--- src/rtl/morse_keyer_tx.sv ---
// Morse keyer: plays one letter (element count + dot/dash pattern) on the key line with unit timing.
// Optional audio square wave on tone when MORSE_TONE_EN is defined; otherwise tone is tied low.
module morse_keyer_tx #(
  parameter int CLK_PER_UNIT = 50_000_000,
  parameter int TONE_HALF    = 25_000
) (
  input  logic       clk,
  input  logic       reset_n,
  input  logic       in_valid,
  output logic       in_ready,
  input  logic [2:0] sym_len,
  input  logic [4:0] sym_pat,
  input  logic       abort,
  output logic       key,
  output logic       busy,
  output logic       done,
  output logic       tone
);

  localparam int PW = $clog2(CLK_PER_UNIT);

  typedef enum logic [2:0] {IDLE, MARK, EGAP, LGAP, WGAP} state_t;

  state_t         state, state_next;
  logic [PW-1:0]  pre;
  logic [2:0]     units;
  logic [2:0]     idx;
  logic [4:0]     pat;
  logic [2:0]     len_clamped;
  logic [2:0]     phase_units;
  logic           unit_end;
  logic           phase_end;
  logic           load;
  logic           done_next;

  if (CLK_PER_UNIT < 2 || TONE_HALF < 1) begin : g_bad_param
    $error("morse_keyer_tx: CLK_PER_UNIT must be >= 2 and TONE_HALF >= 1");
  end

  assign len_clamped = (sym_len > 3'd5) ? 3'd5 : sym_len;
  assign unit_end    = (pre == PW'(CLK_PER_UNIT - 1));
  assign phase_end   = unit_end && (units == phase_units - 3'd1);

  always_comb begin
    phase_units = 3'd1;
    case (state)
      MARK:    phase_units = pat[idx] ? 3'd3 : 3'd1;
      LGAP:    phase_units = 3'd3;
      WGAP:    phase_units = 3'd4;
      default: phase_units = 3'd1;
    endcase
  end

  always_comb begin
    state_next = state;
    load       = 1'b0;
    done_next  = 1'b0;
    case (state)
      IDLE: begin
        if (in_valid) begin
          load       = 1'b1;
          state_next = (len_clamped == 3'd0) ? WGAP : MARK;
        end
      end
      MARK: if (phase_end) state_next = (idx != 3'd0) ? EGAP : LGAP;
      EGAP: if (phase_end) state_next = MARK;
      LGAP, WGAP: begin
        if (phase_end) begin
          state_next = IDLE;
          done_next  = 1'b1;
        end
      end
      default: state_next = IDLE;
    endcase
    // Abort only cancels an active letter; in IDLE the accept wins.
    if (abort && state != IDLE) begin
      state_next = IDLE;
      done_next  = 1'b0;
    end
  end

  always_ff @(posedge clk or negedge reset_n) begin
    if (!reset_n) begin
      state <= IDLE;
      done  <= 1'b0;
    end else begin
      state <= state_next;
      done  <= done_next;
    end
  end

  // Prescaler and unit counter restart on every state entry so each phase is whole units.
  always_ff @(posedge clk or negedge reset_n) begin
    if (!reset_n) begin
      pre   <= '0;
      units <= 3'd0;
    end else if (state_next != state) begin
      pre   <= '0;
      units <= 3'd0;
    end else if (state != IDLE) begin
      if (unit_end) begin
        pre   <= '0;
        units <= units + 3'd1;
      end else begin
        pre   <= pre + 1'b1;
      end
    end
  end

  always_ff @(posedge clk or negedge reset_n) begin
    if (!reset_n) begin
      idx <= 3'd0;
      pat <= 5'd0;
    end else if (load) begin
      idx <= len_clamped - 3'd1;
      pat <= sym_pat;
    end else if (state == EGAP && phase_end) begin
      idx <= idx - 3'd1;
    end
  end

  assign in_ready = (state == IDLE);
  assign busy     = ~in_ready;
  assign key      = (state == MARK);

`ifdef MORSE_TONE_EN
  localparam int TW = (TONE_HALF > 1) ? $clog2(TONE_HALF) : 1;

  logic [TW-1:0] tone_cnt;
  logic          tone_q;

  always_ff @(posedge clk or negedge reset_n) begin
    if (!reset_n) begin
      tone_cnt <= '0;
      tone_q   <= 1'b0;
    end else if (!key) begin
      tone_cnt <= '0;
      tone_q   <= 1'b0;
    end else if (tone_cnt == TW'(TONE_HALF - 1)) begin
      tone_cnt <= '0;
      tone_q   <= ~tone_q;
    end else begin
      tone_cnt <= tone_cnt + 1'b1;
    end
  end

  // Gate with key so the wave stops in the same cycle the mark ends.
  assign tone = tone_q & key;
`else
  assign tone = 1'b0;
`endif

endmodule

--- config.mk ---
export PLATFORM = sky130hd
export DESIGN_NAME = morse_keyer_tx
export DESIGN_NICKNAME = d
export VERILOG_FILES = /design/src/rtl/morse_keyer_tx.sv
export SDC_FILE = /design/constraint.sdc
export NUM_CORES = 1
export LEC_CHECK = 0
export ABC_AREA = 0
export ABC_CLOCK_PERIOD_IN_PS = 2700
export CAP_MARGIN = 25
export CORE_UTILIZATION = 40
export DETAILED_ROUTE_END_ITERATION = 6
export SLEW_MARGIN = 20
export SYNTH_ARGS = -nofsm -noshare
export SYNTH_HDL_FRONTEND = slang
export SYNTH_SLANG_ARGS = --single-unit
--- constraint.sdc ---
create_clock -name clk -period 2.7 [get_ports clk]
set_clock_uncertainty 0.05 [all_clocks]
set_input_delay 0.27 -clock clk [delete_from_list [all_inputs] [get_ports clk]]
set_output_delay 0.27 -clock clk [all_outputs]
set_load 0.01 [all_outputs]
==> results.yml <==
run_status:
  status: "finished with violations"
  violations: "negative setup slack"
worst_setup_path:
  cp-end-kind: "register"
  path_class: "register to register"
  cpMaxStageDelayCell: "mux4_2"
  critPathRequiredTime_ns: 2.87
  crit_fanout: 3
  critPathLaunchType: "register"
  crit_path_cell_trace: "mux4_2 > nor2_1 > a21oi_1 > o21ai_1 > ha_2 > xor2_2 > or3_1 > a2111o_1 > or3b_1 > a211oi_2"
  cp_data_arrival_time_ns: 3.06
  max_stage_delay_ns: 0.51
synth:
  async_reset_ff_share_pct: 100
  synth_mux_area_share_pct: 5.48
  synth_compound_area_share_pct: 9.53
  synth_ff_type: "dfrtp_1"
  synth_top_family_by_area: "simple AND/OR/NAND/NOR gates"
  synthAdderAreaFrac_pct: 2.11
  synth-simple-area-share_pct: 27.6
  syn-cell-area_um2: 2380
  avgSynthCellArea_um2: 9.54
  synth.net_count: 265
  ys_seq_area_share_pct: 43.2
  yosys_warnings: 0
  synthCells: 249
  synth_edf_count: 0
  synth_xor_area_share_pct: 8.48
  ys_ff_latch: 41
  yosys.cell_types.count: 55
power_and_ir_drop:
  p_seq_share_pct: 44.0
  p_sw_share_pct: 28.2
  combinationalPowerShare_pct: 24.8
  p_clk_share_pct: 31.2
  p_switching_w: 0.000465
  power.density_nw_per_um2: 573
  peakVddDrop_uv: 349
  leakagePower_nw: 1.20
  internal_power_w: 0.00118
sta:
  post-route-period-util_pct: 107
  rsz0062_at_grt: "true"
  fmax_mhz: 346
  period_minus_slack_ns: 2.89
  finalHoldViolCount: 0
  worstMarginPinSlew_ns: 0.742
  final-setup-viol-count: 7
  setup_ws_ns: -0.194
  final_max_slew_viol_count: 0
  max_slew_margin_pct: 50.0
place:
  place_area_um2: 2680
  place_congestion: 0.788
  io_buffers: 15
  dpl_worst_slack_ns: -0.167
  dpl.hpwl_um: 3470
clock_network:
  ctsLongestPathBuffers: 2
  cts.sinks: 41
  cts_tree: "built"
  htree_levels: 2
  clk_pin_slew_ns: 0.08
  numCtsBuffers: 5
  root_buffer: "clkbuf_8"
  clock_latency_ns: 0.30
global_route:
  grt_pass1_vias: 1860
  antenna_found_initial: 0
  grt_pass1_wl_um: 8970
  grt_usage_pct: 18.6
  overflow: 0
  grt_max_degree: 42
floorplanning:
  fp.dieW_um: 79.1
  coreArea_um2: 5610
  rows: 27
  floorplan.initialDensity_pct: 42.4
  die_h_um: 79.1
  pin_count: 17
  die-area_um2: 6250
detailed_routing:
  totalWireLength_um: 4910
  via_per_inst: 5.28
  vias: 1858
  drt_pre_antenna_iters: 4
  ant_nets: 0
  drc_errors: 0
  drt_iter0_drc: 64
  wire_per_inst_um: 13.9
cells_and_area:
  nets: 295
  drive_gt1_share_pct: 19.6
  antennaDiodeCount: 0
  area_delta_synth_final_pct: 21.1
  final_cell_mix: "41 x dfrtp_1, 35 x nor2_1, 18 x buf_4"
  layout_commonest_cell: "dfrtp_1"
  post-route-util_pct: 51.3
  postLayoutCellArea_um2: 2880
hold_path:
  hold_path_class: "input port to asynchronous set/reset pin"
job:
  cap_viol_max_count: 0
path summary, 6_finish.rpt:
path	start	slack, ns	cells after the start	endpoint
max reg2reg	idx[0]	-0.19	10	state[1]
min in group clk	pat[0]	0.46	1	pat[0]
max	idx[0]	-0.19	10	state[1]
min	reset_n	0.42	2	pre[3]
max in group asynchronous	reset_n	1.69	3	idx[1]
min reg2reg	pat[0]	0.46	1	pat[0]
cells by family (layout without fill, tap and decap cells):
kind of cell | after synthesis | count (layout)
and+or+nand+nor | 117 | 117
DFF | 41 | 41
AOI/OAI and AO/OA | 34 | 34
xor gates and xnor gates | 23 | 23
buffers and inverters | 18 | 49
muxes | 11 | 11
adders and majority gates | 4 | 4
other | 1 | 1
power by group through the flow:
| stage | sequential (W) | combinational [W] | clock, W |
|---|---|---|---|
| after floorplan | 0.000726 | 0.000245 | 0 |
| after global placement | 0.000735 | 0.000395 | 0 |
| after detailed placement | 0.000734 | 0.000398 | 0 |
| after CTS | 0.000724 | 0.000403 | 0.000534 |
| after global routing | 0.000735 | 0.000456 | 0.000556 |
| final | 0.000724 | 0.000409 | 0.000514 |
state kept, by name (all words and copies together) (netlist names):
register  cells
idx           3
state         3
pat           5
pre          26
done          1
units         3
layout make-up:
type                    instances  area (µm²)
inverters                       6        22.5
fillers                       522        2730
clock buffers                   7        86.3
repair buffers                 35         318
well taps                      72        90.1
flip-flops and latches         41        1030
multi-input cells             190        1300
clock inverters                 1        30.0
synth_stat cells, drive strengths merged (2+ instances only):
master   n  area, µm²
dfrtp   41       1030
mux2     6       67.6
mux2i    4       40.0
a21oi   10       53.8
clkbuf   8       31.3
nand4   13        100
a21o     3       23.8
o31ai    3       22.5
or4      3       22.5
xor2     8       70.1
o21ai    8       40.0
xnor2   15        131
nor4     6       43.8
nand2   13       48.8
nor3    10       50.1
nor4b    3       38.8
a31oi    3       18.8
or2      3       18.8
nor3b    4       35.0
buf      4       28.8
nand3   10       50.1
a211oi   2       20.0
ha       4       50.1
inv      6       22.5
or3      7       43.8
and3     3       18.8
nor2    35        131
repair_timing:
item                                    in CTS  in global routing
gates resized for setup                      4                  1
hold buffers                                 0                  1
gates cloned                                 0                  0
pin swaps                                    5                  0
setup buffers                                3                  0
endpoints found under the hold margin        0                 19
endpoints found under the setup margin       9                 11
layer usage:
metal  global-route usage, %  share of wire, %  up-vias
met1                    26.8                51      877
met4                    7.09               1.4        0
met3                    3.56               3.4        7
met5                       0                 0        -
li1                        -                 -      946
met2                    27.6                44       28
worst max-delay path: cells and delay by family, from the launching register on:
kind	cells	cell delay, ns
compound gates	4	0.82
fa+ha+maj	1	0.20
xor+xnor	1	0.07
mux	1	0.51
simple gates	3	0.80
flops	1	0.37
stage by stage:
step,hold slack (ns),total power [W],instances,setup TNS (ns)
3_5_place_dp,0.423,0.00113,340,-0.331
3_3_place_gp,0.416,0.00113,340,-0.158
2_1_floorplan,-0.0756,0.000971,249,-0.0879
5_1_grt,0.478,0.00175,352,-2.02
6_report,0.425,0.00165,352,-0.808
4_1_cts,0.0968,0.00166,350,-0.846
Power figures use the tool's default switching activity.
